[src/rtl/riscv_batch_runner.sv]
// riscv_batch_runner: sequences a batch of RISC-V test images through a CPU.
// For each test it asks the loader for the image and holds the CPU in reset.
// It then lets the CPU run until it fetches the halt word or hits the cycle
// limit, and classifies the result from a0 into the per-test result masks.
module riscv_batch_runner #(
    parameter int          NUM_TESTS  = 4,
    parameter int          MAX_CYCLES = 10000,
    parameter int          RST_CYCLES = 1,
    parameter logic [31:0] HALT_WORD  = 32'hdead10cc,
    parameter logic [31:0] PASS_MAGIC = 32'h00c0ffee,
    parameter logic [31:0] FAIL_MAGIC = 32'hdeaddead,
    localparam int         CYC_W      = $clog2(MAX_CYCLES + 1),
    localparam int         ID_W       = (NUM_TESTS > 1) ? $clog2(NUM_TESTS) : 1
) (
    input  logic                 clock,
    input  logic                 reset,
    input  logic                 start,
    input  logic                 abort,
    output logic                 load_req,
    input  logic                 load_done,
    output logic [ID_W-1:0]      test_id,
    output logic                 cpu_reset,
    input  logic [31:0]          imemdataout,
    input  logic [31:0]          a0_value,
    output logic                 busy,
    output logic                 done,
    output logic [NUM_TESTS-1:0] pass_mask,
    output logic [NUM_TESTS-1:0] fail_mask,
    output logic [NUM_TESTS-1:0] timeout_mask,
    output logic [NUM_TESTS-1:0] unknown_mask,
    output logic [CYC_W-1:0]     cycles_last
);

    typedef enum logic [2:0] {
        IDLE  = 3'd0,
        LOAD  = 3'd1,
        RST   = 3'd2,
        RUN   = 3'd3,
        CHECK = 3'd4,
        NEXT  = 3'd5,
        DONE  = 3'd6
    } state_t;

    // Reset-hold counter only needs to reach RST_CYCLES-1.
    localparam int RC_W = (RST_CYCLES > 1) ? $clog2(RST_CYCLES) : 1;

    localparam logic [RC_W-1:0]  RST_LAST  = RC_W'(RST_CYCLES - 1);
    localparam logic [CYC_W-1:0] CYC_LIMIT = CYC_W'(MAX_CYCLES - 1);
    localparam logic [CYC_W-1:0] CYC_MAX   = CYC_W'(MAX_CYCLES);
    localparam logic [ID_W-1:0]  ID_LAST   = ID_W'(NUM_TESTS - 1);

    state_t                 state_reg, state_next;
    logic [ID_W-1:0]        test_id_reg, test_id_next;
    logic [RC_W-1:0]        rcnt_reg, rcnt_next;
    logic [CYC_W-1:0]       cyc_reg, cyc_next;
    logic                   timeout_reg, timeout_next;
    logic [NUM_TESTS-1:0]   pass_reg, pass_next;
    logic [NUM_TESTS-1:0]   fail_reg, fail_next;
    logic [NUM_TESTS-1:0]   tmo_reg, tmo_next;
    logic [NUM_TESTS-1:0]   unk_reg, unk_next;
    logic [CYC_W-1:0]       cycles_last_reg, cycles_last_next;

    // One-hot select of the current test, used to set its result bits.
    logic [NUM_TESTS-1:0]   test_sel;
    logic                   busy_state;

    genvar gi;
    generate
        for (gi = 0; gi < NUM_TESTS; gi = gi + 1) begin : g_sel
            assign test_sel[gi] = (test_id_reg == ID_W'(gi));
        end
    endgenerate

    assign busy_state = (state_reg == LOAD) || (state_reg == RST) ||
                        (state_reg == RUN)  || (state_reg == CHECK) ||
                        (state_reg == NEXT);

    // Outputs decode from registered state only: no input reaches an output.
    assign load_req     = (state_reg == LOAD);
    assign cpu_reset    = (state_reg != RUN);
    assign busy         = busy_state;
    assign done         = (state_reg == DONE);
    assign test_id      = test_id_reg;
    assign pass_mask    = pass_reg;
    assign fail_mask    = fail_reg;
    assign timeout_mask = tmo_reg;
    assign unknown_mask = unk_reg;
    assign cycles_last  = cycles_last_reg;

    // State and datapath registers, cleared asynchronously.
    always_ff @(posedge clock or posedge reset) begin
        if (reset) begin
            state_reg       <= IDLE;
            test_id_reg     <= '0;
            rcnt_reg        <= '0;
            cyc_reg         <= '0;
            timeout_reg     <= 1'b0;
            pass_reg        <= '0;
            fail_reg        <= '0;
            tmo_reg         <= '0;
            unk_reg         <= '0;
            cycles_last_reg <= '0;
        end else begin
            state_reg       <= state_next;
            test_id_reg     <= test_id_next;
            rcnt_reg        <= rcnt_next;
            cyc_reg         <= cyc_next;
            timeout_reg     <= timeout_next;
            pass_reg        <= pass_next;
            fail_reg        <= fail_next;
            tmo_reg         <= tmo_next;
            unk_reg         <= unk_next;
            cycles_last_reg <= cycles_last_next;
        end
    end

    // Next-state and datapath updates; abort from a busy state wins over all else.
    always_comb begin
        state_next       = state_reg;
        test_id_next     = test_id_reg;
        rcnt_next        = rcnt_reg;
        cyc_next         = cyc_reg;
        timeout_next     = timeout_reg;
        pass_next        = pass_reg;
        fail_next        = fail_reg;
        tmo_next         = tmo_reg;
        unk_next         = unk_reg;
        cycles_last_next = cycles_last_reg;

        if (abort && busy_state) begin
            // Results gathered so far are kept; only the sequencing stops.
            state_next = IDLE;
        end else begin
            case (state_reg)
                IDLE, DONE: begin
                    if (start) begin
                        state_next       = LOAD;
                        test_id_next     = '0;
                        pass_next        = '0;
                        fail_next        = '0;
                        tmo_next         = '0;
                        unk_next         = '0;
                        cycles_last_next = '0;
                    end
                end
                LOAD: begin
                    if (load_done) begin
                        state_next = RST;
                        rcnt_next  = '0;
                    end
                end
                RST: begin
                    if (rcnt_reg == RST_LAST) begin
                        state_next   = RUN;
                        cyc_next     = '0;
                        timeout_next = 1'b0;
                    end else begin
                        rcnt_next = rcnt_reg + RC_W'(1);
                    end
                end
                RUN: begin
                    // Halt is checked first so a halt on the last allowed
                    // cycle still counts as a normal finish.
                    if (imemdataout == HALT_WORD) begin
                        state_next = CHECK;
                    end else if (cyc_reg == CYC_LIMIT) begin
                        state_next   = CHECK;
                        timeout_next = 1'b1;
                        cyc_next     = CYC_MAX;
                    end else begin
                        cyc_next = cyc_reg + CYC_W'(1);
                    end
                end
                CHECK: begin
                    cycles_last_next = cyc_reg;
                    if (timeout_reg) begin
                        tmo_next = tmo_reg | test_sel;
                    end else if (a0_value == PASS_MAGIC) begin
                        pass_next = pass_reg | test_sel;
                    end else if (a0_value == FAIL_MAGIC) begin
                        fail_next = fail_reg | test_sel;
                    end else begin
                        // Unrecognised a0 is a failure that is also flagged
                        // so it can be told apart from a reported failure.
                        fail_next = fail_reg | test_sel;
                        unk_next  = unk_reg | test_sel;
                    end
                    state_next = NEXT;
                end
                NEXT: begin
                    if (test_id_reg == ID_LAST) begin
                        state_next = DONE;
                    end else begin
                        test_id_next = test_id_reg + ID_W'(1);
                        state_next   = LOAD;
                    end
                end
                default: begin
                    state_next = IDLE;
                end
            endcase
        end
    end

endmodule

[config.mk]
export PLATFORM = sky130hd
export DESIGN_NAME = riscv_batch_runner
export DESIGN_NICKNAME = d
export VERILOG_FILES = /design/src/rtl/riscv_batch_runner.sv
export SDC_FILE = /design/constraint.sdc
export NUM_CORES = 1
export LEC_CHECK = 0
export CORE_UTILIZATION = 45
export CTS_CLUSTER_SIZE = 14
export DETAILED_ROUTE_END_ITERATION = 8
export GPL_TIMING_DRIVEN = 0
export PLACE_DENSITY = 0.84
export RECOVER_POWER = 25
export SYNTH_ARGS = -nofsm -noshare
export SYNTH_HDL_FRONTEND = slang
export SYNTH_SLANG_ARGS = --single-unit
[constraint.sdc]
create_clock -name clock -period 5.1 [get_ports clock]
set_input_delay 1.02 -clock clock [delete_from_list [all_inputs] [get_ports clock]]
set_output_delay 1.02 -clock clock [all_outputs]
set_load 0.01 [all_outputs]
==> flow_summary.ini <==
[outcome]
outcome = finished with violations
violations = capacitance limit, slew limit

[global_route]
grt_usage_pct = 25.2
antenna_found_initial = 0
overflow = 0
grt_max_degree = 29
grt_pass1_wl_um = 12500
first_global_vias = 2577

[pwr]
p_comb_share_pct = 36.5
p_leak_nw = 1.64
vdd_drop_max_mv = 0.260
seq_power_share_pct = 38.6
power_switching_uw = 385
powerDensity_nw_per_um2 = 277
p_clk_share_pct = 24.9
p_sw_share_pct = 34.8
p_int_uw = 723

[detailed_routing]
ant_nets = 0
drt-wirelength-per-cell_um = 16.2
drt_wl_total_um = 7530
vias = 2723
drt_iter0_drc = 238
firstDrtPassIters = 4
drc = 0
viasPerCell = 5.84

[die]
row_count = 28
start_util_pct = 46.6
die_w_um = 80.3
io_pins = 105
die_area_um2 = 6440
die_h_um = 80.3
coreArea_um2 = 5920

[critical_path]
critPathMaxFanout = 28
rrSetupSlack_ns = 2.80
r2r-start = state_reg[2]
r2r-end = state_reg[1]
crit_path_cell_trace = dlygate4sd3_1 -> inv_1 -> clkbuf_1
cpMaxStageDelayCell = clkbuf_1
slowest_delay_ns = 1.19
endpoint_kind = asynchronous set/reset pin
critPathRequiredTime_ns = 5.24
worstSetupPathType = in -> async
endpoint = cycles_last[10]
cp.arrival_ns = 3.36
crit_start = reset
cp-start-kind = primary input
reg2reg_depth = 9

[finish]
insertedDiodeCount = 0
syn_to_final_growth_pct = 44.9
mostFrequentLayoutCells = clkdlybuf4s50_1 (102), dfrtp_1 (50), a22o_1 (27), nor2_1 (22), nand2_1 (19)
mostFrequentLayoutCell = clkdlybuf4s50_1
nets = 465
drive_above_1_share_pct = 7.42

[placed_design]
dpl.hpwl_um = 5850
dpl_worst_slack_ns = 1.96
gp_congestion = 0.890
port_buffers = 103

[clock_tree]
cts.path.max_buffers = 2
htreeDepth = 2
cts.sinks = 50
cts_root_buf = clkbuf_8
hold_buffers = 0
cts_tree = yes
cts_resized = 0
worstSkewPairLatency_ns = 0.31
postCtsSetupBuffers = 0
cts_buffers = 5
path_clk_slew_ns = 0.09

[synthesis]
synth_top_area_share_pct = 45.4
syn_nets = 354
synth_area_leaders = dfrtp_1 (45%), a22o_1 (8.6%), nor2_1 (3.0%)
synthFlopType = dfrtp_1
ys_seq_area_share_pct = 45.4
avgSynthCellArea_um2 = 9.88
yosysWarningCount = 0
yosysTopAreaCell = dfrtp_1
async_flop_share_pct = 100
netlist_instances = 279
synth-seq-cells = 50
yosys.cell_types.count = 54
synth-edff-count = 0
syn_area_um2 = 2760

[sta]
worst_slew_pin_slew_ns = 1.54
tns_ns = 0
slew_viol_final = 29
period_share_pct = 63.2
setup_violations = 0
max_freq_ghz = 0.310
post-route-min-period_ns = 3.22
maxSlewHeadroom_pct = -2.95
skew_ns = 0.0104
grt_setup_unrepaired = false
hold_viol = 0
timing.final.ws_setup_ns = 1.88

[hold_path]
min_path_type = reg -> reg

[flow_run]
drv_cap = 1
[how the worst min path moves through the flow]
stage	from	end	slack, ns	cells past startpoint
2_1_floorplan	cyc_reg[1]	cyc_reg[1]	0.49	2
3_3_place_gp	unknown_mask[0]	unknown_mask[0]	0.48	1
3_5_place_dp	unknown_mask[2]	unknown_mask[2]	0.48	1
4_1_cts	unknown_mask[2]	unknown_mask[2]	0.50	1
5_1_grt	cycles_last[5]	cycles_last[5]	0.53	1
6_report	unknown_mask[3]	unknown_mask[3]	0.51	1
[worst max-delay path: cells and delay by family]
kind	cells	cell delay (ns)
buf+inv	3	2.33
[cells in the mapped netlist (2+ instances only)]
master	instances
nand2_1	19
nor3_1	6
buf_2	8
and3_1	3
nor4_1	7
o21ai_0	16
ha_1	6
nand3_1	9
o31ai_1	3
nand4_1	10
nand2b_1	4
a21oi_1	11
dfrtp_1	50
nor4b_1	3
and4_1	2
clkbuf_1	6
nor4bb_1	2
nor3_2	2
nand4b_1	5
a31oi_1	5
inv_1	6
nor2b_1	5
and2_1	3
or4_4	2
nor2_1	22
mux2i_1	2
a22o_1	27
or3_1	5
a32o_1	5
[cell type report]
type	count	area (um2)
Clock buffer	6	72.6
Timing Repair Buffer	104	1030
Fill cell	475	1930
Inverter	7	26.3
Buffer	15	73.8
Tap cell	75	93.8
Clock inverter	2	37.5
Multi-Input combinational cell	207	1410
Sequential cell	50	1250
[routing by layer]
layer  GRT usage [%]  vias up  share of wire [%]
li1                -     1292                  -
met1            34.4     1328                 44
met2            41.4       95                 50
met3            4.09        8                5.0
met4            6.96        0                1.4
met5               0        -                  0
[power groups by stage]
stage	registers, mW	clock network (mW)	logic, mW
floorplan	0.431	0	0.247
global placement	0.433	0	0.387
detailed placement	0.435	0	0.397
CTS	0.427	0.281	0.401
global route	0.429	0.300	0.443
finish	0.427	0.276	0.404
[stage by stage]
stage / power [mW] / util (%) / cells / cell area [um2] / hold slack (ns)
2_1_floorplan: 0.678 / - / 279 / 2760 / 0.494
3_3_place_gp: 0.820 / 65.6 / 457 / 3880 / 0.475
3_5_place_dp: 0.832 / 65.9 / 458 / 3900 / 0.484
4_1_cts: 1.11 / 67.8 / 466 / 4010 / 0.504
5_1_grt: 1.17 / 67.5 / 466 / 4000 / 0.526
6_report: 1.11 / 67.5 / 466 / 4000 / 0.507
[logic make-up after synthesis]
kind of cell	share of synthesized area, %
adders and majority gates	2.72
buffers and inverters	3.63
muxes	1.13
and+or+nand+nor	24.9
DFF	45.4
AOI/OAI and AO/OA	22.2
(Power assumes the default switching activity.)
